==> src/rtl/ata_pio_tctrl_if.sv <==
// Host-side request/response bundle between the WISHBONE decode stage and the PIO timing engine.
`timescale 1ns/1ps
interface ata_pio_tctrl_if #(
    parameter int unsigned TWIDTH = 8
) ();
    logic              go;
    logic              we;
    logic [3:0]        a;
    logic [15:0]       d;
    logic [TWIDTH-1:0] T1;
    logic [TWIDTH-1:0] T2;
    logic [TWIDTH-1:0] T4;
    logic [TWIDTH-1:0] Teoc;
    logic              IORDYen;
    logic              busy;
    logic              done;
    logic [15:0]       q;

    modport master (
        output go, we, a, d, T1, T2, T4, Teoc, IORDYen,
        input  busy, done, q
    );

    modport slave (
        input  go, we, a, d, T1, T2, T4, Teoc, IORDYen,
        output busy, done, q
    );
endinterface

==> src/rtl/ata_pio_tctrl.sv <==
// PIO timing engine: turns one host request into a full ATA PIO bus cycle (setup, strobe with
// optional IORDY stretch, hold/end-of-cycle recovery). All outputs are registered.
`timescale 1ns/1ps
module ata_pio_tctrl #(
    parameter int unsigned TWIDTH = 8
) (
    input  logic              CLK_I,
    input  logic              nReset,
    input  logic              RST_I,
    ata_pio_tctrl_if.slave    host,
    input  logic              IORDY,
    input  logic [15:0]       DDi,
    output logic [15:0]       DDo,
    output logic              DDoe,
    output logic [2:0]        DA,
    output logic              CS0n,
    output logic              CS1n,
    output logic              DIORn,
    output logic              DIOWn
);

    typedef enum logic [1:0] {StIdle, StSetup, StStrobe, StHold} state_e;

    state_e            state;
    logic [TWIDTH-1:0] cnt;
    logic [TWIDTH-1:0] holdcnt;
    logic [TWIDTH-1:0] eoccnt;
    logic [TWIDTH-1:0] t2_r;
    logic [TWIDTH-1:0] t4_r;
    logic [TWIDTH-1:0] teoc_r;
    logic              we_r;
    logic              iordyen_r;
    logic              iordy_s1;
    logic              iordy_s2;

    always_ff @(posedge CLK_I or negedge nReset) begin
        if (!nReset) begin
            state     <= StIdle;
            cnt       <= '0;
            holdcnt   <= '0;
            eoccnt    <= '0;
            t2_r      <= '0;
            t4_r      <= '0;
            teoc_r    <= '0;
            we_r      <= 1'b0;
            iordyen_r <= 1'b0;
            iordy_s1  <= 1'b0;
            iordy_s2  <= 1'b0;
            DDo       <= '0;
            DDoe      <= 1'b0;
            DA        <= '0;
            CS0n      <= 1'b1;
            CS1n      <= 1'b1;
            DIORn     <= 1'b1;
            DIOWn     <= 1'b1;
            host.busy <= 1'b0;
            host.done <= 1'b0;
            host.q    <= '0;
        end else if (RST_I) begin
            state     <= StIdle;
            cnt       <= '0;
            holdcnt   <= '0;
            eoccnt    <= '0;
            t2_r      <= '0;
            t4_r      <= '0;
            teoc_r    <= '0;
            we_r      <= 1'b0;
            iordyen_r <= 1'b0;
            iordy_s1  <= 1'b0;
            iordy_s2  <= 1'b0;
            DDo       <= '0;
            DDoe      <= 1'b0;
            DA        <= '0;
            CS0n      <= 1'b1;
            CS1n      <= 1'b1;
            DIORn     <= 1'b1;
            DIOWn     <= 1'b1;
            host.busy <= 1'b0;
            host.done <= 1'b0;
            host.q    <= '0;
        end else begin
            iordy_s1  <= IORDY;
            iordy_s2  <= iordy_s1;
            host.done <= 1'b0;

            unique case (state)
                StIdle: begin
                    if (host.go) begin
                        we_r      <= host.we;
                        iordyen_r <= host.IORDYen;
                        t2_r      <= host.T2;
                        t4_r      <= host.T4;
                        teoc_r    <= host.Teoc;
                        cnt       <= host.T1;
                        DA        <= host.a[2:0];
                        CS0n      <= host.a[3];
                        CS1n      <= ~host.a[3];
                        if (host.we) begin
                            DDo  <= host.d;
                            DDoe <= 1'b1;
                        end
                        host.busy <= 1'b1;
                        state     <= StSetup;
                    end
                end

                StSetup: begin
                    if (cnt == '0) begin
                        DIORn <= we_r;
                        DIOWn <= ~we_r;
                        cnt   <= t2_r;
                        state <= StStrobe;
                    end else begin
                        cnt <= cnt - 1'b1;
                    end
                end

                StStrobe: begin
                    if (cnt != '0) begin
                        cnt <= cnt - 1'b1;
                    end else if (!(iordyen_r && !iordy_s2)) begin
                        // Strobe only ends once the device has released IORDY (or IORDY is ignored).
                        DIORn     <= 1'b1;
                        DIOWn     <= 1'b1;
                        host.done <= 1'b1;
                        if (!we_r) begin
                            host.q <= DDi;
                        end
                        holdcnt <= t4_r;
                        eoccnt  <= teoc_r;
                        state   <= StHold;
                    end
                end

                StHold: begin
                    if (holdcnt == '0) begin
                        CS0n <= 1'b1;
                        CS1n <= 1'b1;
                        DDoe <= 1'b0;
                    end else begin
                        holdcnt <= holdcnt - 1'b1;
                    end
                    if (eoccnt != '0) begin
                        eoccnt <= eoccnt - 1'b1;
                    end
                    if (holdcnt == '0 && eoccnt == '0) begin
                        host.busy <= 1'b0;
                        state     <= StIdle;
                    end
                end

                default: state <= StIdle;
            endcase
        end
    end

endmodule

==> src/flat_wrapper.sv <==
// flat-port wrapper written by rule: the top's interface ports become plain ports
module ata_pio_tctrl_flat 
#(
    parameter int unsigned TWIDTH = 8
)
  (CLK_I, nReset, RST_I, IORDY, DDi, DDo, DDoe, DA, CS0n, CS1n, DIORn, DIOWn, host_go, host_we, host_a, host_d, host_T1, host_T2, host_T4, host_Teoc, host_IORDYen, host_busy, host_done, host_q);
  ata_pio_tctrl_if #(.TWIDTH(TWIDTH)) host_i ();
  input  logic CLK_I;
  input  logic nReset;
  input  logic RST_I;
  input  logic IORDY;
  input  logic [15:0] DDi;
  output logic [15:0] DDo;
  output logic DDoe;
  output logic [2:0] DA;
  output logic CS0n;
  output logic CS1n;
  output logic DIORn;
  output logic DIOWn;
  input wire logic [$bits(host_i.go)-1:0] host_go;
  input wire logic [$bits(host_i.we)-1:0] host_we;
  input wire logic [$bits(host_i.a)-1:0] host_a;
  input wire logic [$bits(host_i.d)-1:0] host_d;
  input wire logic [$bits(host_i.T1)-1:0] host_T1;
  input wire logic [$bits(host_i.T2)-1:0] host_T2;
  input wire logic [$bits(host_i.T4)-1:0] host_T4;
  input wire logic [$bits(host_i.Teoc)-1:0] host_Teoc;
  input wire logic [$bits(host_i.IORDYen)-1:0] host_IORDYen;
  output wire logic [$bits(host_i.busy)-1:0] host_busy;
  output wire logic [$bits(host_i.done)-1:0] host_done;
  output wire logic [$bits(host_i.q)-1:0] host_q;
  assign host_i.go = host_go;
  assign host_i.we = host_we;
  assign host_i.a = host_a;
  assign host_i.d = host_d;
  assign host_i.T1 = host_T1;
  assign host_i.T2 = host_T2;
  assign host_i.T4 = host_T4;
  assign host_i.Teoc = host_Teoc;
  assign host_i.IORDYen = host_IORDYen;
  assign host_busy = host_i.busy;
  assign host_done = host_i.done;
  assign host_q = host_i.q;
  ata_pio_tctrl #(.TWIDTH(TWIDTH)) u_core (.CLK_I(CLK_I), .nReset(nReset), .RST_I(RST_I), .host(host_i), .IORDY(IORDY), .DDi(DDi), .DDo(DDo), .DDoe(DDoe), .DA(DA), .CS0n(CS0n), .CS1n(CS1n), .DIORn(DIORn), .DIOWn(DIOWn));
endmodule
==> config.mk <==
export PLATFORM = sky130hd
export DESIGN_NAME = ata_pio_tctrl_flat
export DESIGN_NICKNAME = d
export VERILOG_FILES = /design/src/rtl/ata_pio_tctrl_if.sv /design/src/rtl/ata_pio_tctrl.sv /design/src/flat_wrapper.sv
export SDC_FILE = /design/constraint.sdc
export NUM_CORES = 1
export LEC_CHECK = 0
export CAP_MARGIN = 20
export CELL_PAD_IN_SITES_DETAIL_PLACEMENT = 1
export CELL_PAD_IN_SITES_GLOBAL_PLACEMENT = 1
export CORE_UTILIZATION = 30
export CTS_CLUSTER_SIZE = 30
export DETAILED_ROUTE_END_ITERATION = 8
export PLACE_DENSITY_LB_ADDON = 0.1
export SLEW_MARGIN = 20
export SYNTH_ARGS = -nofsm -noshare
export SYNTH_HDL_FRONTEND = slang
export SYNTH_SLANG_ARGS = --single-unit
export TNS_END_PERCENT = 30
==> constraint.sdc <==
create_clock -name CLK_I -period 3.5 [get_ports CLK_I]
set_input_delay 0.7 -clock CLK_I [delete_from_list [all_inputs] [get_ports CLK_I]]
set_output_delay 0.7 -clock CLK_I [all_outputs]
set_load 0.05 [all_outputs]
==> metrics, run 1 <==
GRT Overall Usage 0.184; TritonCTS buffer count 9; Worst slew margin 0.418; Die Area between 15000 and 20000 sq um; Unique masters post-synth 60; Slew @ Worst Pin 0.867 ns; setup ws final 0.739 ns; layout cells sized above 1 0.0965; worst r2r path cells 7; initial antenna violation count 0; DP HPWL roughly 10000 microns; r2r setup slk 0.74 ns; # setup viols final 0; 1st-iter DRT viols 190; Tmin final 2.76 ns; cell taking the most area after synthesis dfrtp_1; port buffer count 116; clk_lat worst skew 0.35 ns; Synthesized Nets 594; kind of critical path reg2reg; placed instance count approximately 800; initial core utilization 0.306; Mapped Area 4870 sq um; Final Non-Filler Cells 838; yosys warns 0; power density cells 637 nW/um^2; dominant synthesized flop cell dfrtp_1; Layout area overhead 34.6%; Async SR Flop Fraction 1.00; setup TNS 0 ns; first-pass GRT wire length 23600 microns; total number of vias 4163; Routed WL 14400 microns; drt pass-1 iters 4; total core area 15900 sq um; routed len/inst 17.2 microns; crit-path cells inv_1 > ha_1 > or3b_1 > o41ai_4 > a21oi_2 > o21ai_0 > o31ai_1; row cnt 46; post_cts resized 0; top cell type's share of synthesized area 0.473; Clock Sinks 96; critical path peak fanout 14; post-synthesis sequential area ratio 0.495; status completed; RSZ-0062 raised after global routing no; Die Ht 129 microns; Mapped Cells 510; Arr. time, crit path roughly 3.0 ns; crit-path max cell delay 0.59 ns; Hold Crit Class in2async; drt drc 0; synth cell count leaders 92 x dfrtp_1, 83 x nand2_1, 49 x a21oi_1, 33 x nor2_1, 30 x nor2b_1; CTS Buffer Depth 2; clock-pin slew on the worst setup and hold paths 0.07 ns; Post-DRT Antenna Nets 0; vias in the first global route ~4500; RD Place Congestion ~0.8; number of flops mapped to enable cells by yosys 0; top post-synthesis cells by area dfrtp_1 47%, nand2_1 6.4%, a21oi_1 5.0%; final period utilization 0.789; CP Capture Type flip-flop; Via density 4.97; Slew Limit Fails 0; CP startpoint kind flip-flop; fmax 362 MHz; chip width 129 microns; Max Cap Violations 0; Critical R2R Capture u_core.holdcnt[3]; R2R Path Start u_core.cnt[0]; clock skew 0.00591 ns; Peak VDD IR 0.000306 V; IO Count 117; hold_buf cts 0; antenna cells 0; Congestion Overflow GR 0; H-tree levels 3; P_leak around 0.0027 uW; WP data required 3.70 ns; Clock Tree Root clkbuf_16; Slowest-stage cell, CP o41ai_4; Setup Fix Bufs, Post-CTS 0; final hold vios 0; nets approximately 700; Mean Syn Cell Area around 9.5 sq um; CTS tree done; Synth Register Bits 96; pin count of the biggest net entering global routing between 50 and 60; most numerous cell in the Yosys netlist dfrtp_1; Post-Place Setup Slack 0.786 ns
## report_power, final
group          internal [uW]  total (uW)  switching [uW]
sequential              1300        1460             156
clock                    559        1020             461
combinational            635        1690            1060
total                   2490        4170            1680
## per-stage QoR
step / power, uW / hold WS [ns] / utilization / area [sq um]
2_1_floorplan: 2610 / 0.404 / - / 4870
3_3_place_gp: 3150 / 0.442 / 0.394 / 6250
3_5_place_dp: 3180 / 0.453 / 0.394 / 6250
4_1_cts: 4220 / 0.464 / 0.412 / 6550
5_1_grt: 4440 / 0.480 / 0.412 / 6550
6_report: 4170 / 0.434 / 0.412 / 6550
## worst max path at each step
stage	startpoint	end	slack [ns]
2_1_floorplan	u_core.cnt[0]	u_core.host.q[10]	1.11
5_1_grt	u_core.cnt[0]	u_core.holdcnt[3]	0.48
3_5_place_dp	u_core.cnt[0]	u_core.holdcnt[3]	0.79
3_3_place_gp	host_go	u_core.cnt[1]	0.84
6_report	u_core.cnt[0]	u_core.holdcnt[3]	0.74
4_1_cts	u_core.cnt[0]	u_core.holdcnt[3]	0.76
## worst max-delay path, delay by kind of cell (launching register included)
| family | cells | cell delay (ns) |
|---|---|---|
| AOI/OAI and AO/OA | 4 | 1.25 |
| and+or+nand+nor | 1 | 0.58 |
| DFF | 1 | 0.42 |
| buffers and inverters | 1 | 0.09 |
| adders and majority gates | 1 | 0.27 |
## sequential cells by signal, indices dropped and copies added, names as in the netlist, 2 cells and up
signal and count:
u_core.t2_r 8, u_core.eoccnt 8, u_core.host.q 16, u_core.t4_r 8
u_core.teoc_r 8, u_core.DDo 16, u_core.state 2, u_core.cnt 8
u_core.DA 3, u_core.holdcnt 8
## layout by cell type, fill, tap and decap left out, drive strengths merged, types with 10 or more instances in the layout
cell and count:
a21oi 51, a22o 17, buf 12, clkbuf 10
clkdlybuf4s50 114, dfrtp 92, inv 18, mux2 18
nand2 83, nor2 34, nor2b 30, o21ai 22
## kinds of logic (layout without fill, tap and decap cells)
family / after synthesis / count (layout) / share of synthesized area
muxes: 23 / 23 / 0.0519
buffers and inverters: 47 / 159 / 0.0388
AOI/OAI and AO/OA: 140 / 140 / 0.195
adders and majority gates: 9 / 9 / 0.0231
and+or+nand+nor: 191 / 191 / 0.189
xor gates and xnor gates: 4 / 4 / 0.00720
DFF: 96 / 96 / 0.495
## layer usage
layer  GRT usage  share of wire  up-vias
met4      0.0512          0.012        0
met5           0              0        -
met1       0.232           0.45     2074
met3      0.0450          0.042        9
met2       0.311           0.49       80
li1            -              -     2000
## cell type report
class,instances,area [sq um]
inverter,17,63.8
multi-input combinational,367,2270
clock inverter,6,68.8
sequential,96,2410
timing repair buffer,126,1240
tap,216,270
clock buffer,10,229
fill,1824,9330
(Power assumes the default switching activity.)
==> run 2: changes to the inputs <==
clock period = 2.8 ns   (was 3.5 ns; I/O delays follow)
==> metrics, run 2 (same netlist as run 1, synthesis figures left out) <==
fmax 382 MHz (+5.5%); Peak VDD IR 0.000295 V (-3.4%); commonest non-fill, non-tap cells in the layout 114 x clkdlybuf4s50_1, 92 x dfrtp_1, 83 x nand2_1; Tmin final 2.62 ns (-0.144 ns); drt drc 0 (unchanged); nets 709 (+1.1%); antenna cells 0 (unchanged); r2r setup slk 0.18 ns (-0.56 ns); GRT Overall Usage 0.184 (+0.000684); crit-path cells inv_1 > ha_1 > or3b_1 > nor2_4 > nand2_1 > o21bai_2 > buf_4 > mux2_2; Via density 4.99 (+0.53%); CTS Buffer Depth 2 (unchanged); Die Area 16700 sq um (unchanged); CTS tree done; status completed; sw frac 0.400 (-0.00182); Setup Fix Bufs, Post-CTS 0 (unchanged); pin count of the biggest net entering global routing 50 (-12%); clk_lat worst skew 0.35 ns (about the same); Slew Limit Fails 0 (unchanged); Internal Power 3190 uW (+28%); dpl cell area 6330 sq um (+1.2%); 1st-iter DRT viols 201 (+5.8%); H-tree levels 3 (unchanged); post_cts resized 0 (unchanged); Arr. time, crit path 2.85 ns (-0.11 ns); NetSw 2120 uW (+27%); Post-Place Setup Slack 0.220 ns (-0.566 ns); final hold vios 0 (unchanged); RD Place Congestion 0.776 (-3.2%); TritonCTS buffer count 9 (unchanged); Final Power 5310 uW (+27%); hold_buf cts 0 (unchanged); initial core utilization 0.306 (unchanged); Worst slew margin 0.381 (-0.0370); P_leak 0.00277 uW (+1.8%); clock skew 0.00880 ns (+0.00290 ns); setup TNS 0 ns (unchanged); setup ws final 0.183 ns (-0.556 ns); layout cells sized above 1 0.110 (+0.0131); Clock Tree Root clkbuf_16; top flop regs u_core.DDo x16, u_core.host.q x16; DP HPWL 10500 microns (+1.5%); drt pass-1 iters 4 (unchanged); initial antenna violation count 0 (unchanged); total core area 15900 sq um (unchanged); combinational power share 0.410 (+0.004); row cnt 46 (unchanged); # setup viols final 0 (unchanged); CP Capture Type flip-flop; critical path peak fanout 16 (+2); final period utilization 0.935 (+0.146); chip width 129 microns (unchanged); clock-pin slew on the worst setup and hold paths 0.07 ns (about the same); Slowest-stage cell, CP or3b_1; power density cells 800 nW/um^2 (+26%); kind of critical path reg2reg; Die Ht 129 microns (unchanged); first-pass GRT wire length 23700 microns (+0.44%); Routed WL 14600 microns (+1.8%); WP data required 3.03 ns (-0.67 ns); fin area 6640 sq um (+1.3%); routed len/inst 17.3 microns (+0.85%); Reg power frac 0.344 (-0.005); total number of vias 4225 (+1.5%); IO Count 117 (unchanged); Layout area overhead 36.3%; clock power share 0.246 (about the same); Max Cap Violations 0 (unchanged); Slew @ Worst Pin 0.920 ns (+0.0523 ns); port buffer count 116 (unchanged); CP startpoint kind flip-flop; Clock Sinks 96 (unchanged); Congestion Overflow GR 0 (unchanged); crit-path max cell delay 0.57 ns (-0.02 ns); Post-DRT Antenna Nets 0 (unchanged); Hold Crit Class in2async; most common cell after layout, fill and taps aside clkdlybuf4s50_1; RSZ-0062 raised after global routing no; vias in the first global route 4447 (-1.4%)
==> run 2: cell count changes in the layout (fill, tap and decap cells not counted), sizes merged <==
cell,change
inv,+1
clkbuf,+1
clkinv,-2
buf,+8
==> run 2: power groups by stage <==
stage | Combinational (uW) | Clock, uW | Sequential (uW)
global placement | 2130 | 0 | 1850
floorplan | 1160 | 0 | 2110
global route | 2390 | 1400 | 1860
finish | 2180 | 1310 | 1820
CTS | 2190 | 1340 | 1830
detailed placement | 2180 | 0 | 1850
==> run 2: through the flow <==
step	hold slack (ns)	utilization	instances
after floorplan	0.264	-	510
after global placement	0.453	0.398	830
after detailed placement	0.455	0.398	830
after CTS	0.255	0.418	846
after global routing	0.276	0.418	846
final	0.226	0.418	846
==> run 2: routing by layer <==
layer,GRT usage,up-vias,share of wire
met2,0.312,74,0.50
met3,0.0343,12,0.035
met5,0,-,0
met4,0.0588,0,0.014
met1,0.237,2117,0.45
li1,-,2022,-
==> run 2: area by class of cell <==
cell class / instances / area (sq um)
clock buffer: 11 / 243
clock inverter: 5 / 63.8
fill: 1805 / 9250
inverter: 17 / 63.8
multi-input combinational: 367 / 2270
sequential: 96 / 2410
tap: 216 / 270
timing repair buffer: 134 / 1310
==> run 2: worst max-delay path, delay by kind of cell, from the launching register on <==
family	cells	cell delay [ns]
buf+inv	2	0.35
flops	1	0.42
fa+ha+maj	1	0.26
mux	1	0.37
simple gates	3	0.95
compound gates	1	0.12
==> run 2: path summary, 6_finish.rpt <==
kind                       depth (start not counted)             from          endpoint
max                                                8    u_core.cnt[0]  u_core.host.q[9]
min                                                1           nReset    u_core.t2_r[6]
max reg2reg                                        8    u_core.cnt[0]  u_core.host.q[9]
min reg2reg                                        1  u_core.iordy_s1   u_core.iordy_s2
max in group asynchronous                          2           nReset  u_core.eoccnt[6]
min in group CLK_I                                 1  u_core.iordy_s1   u_core.iordy_s2
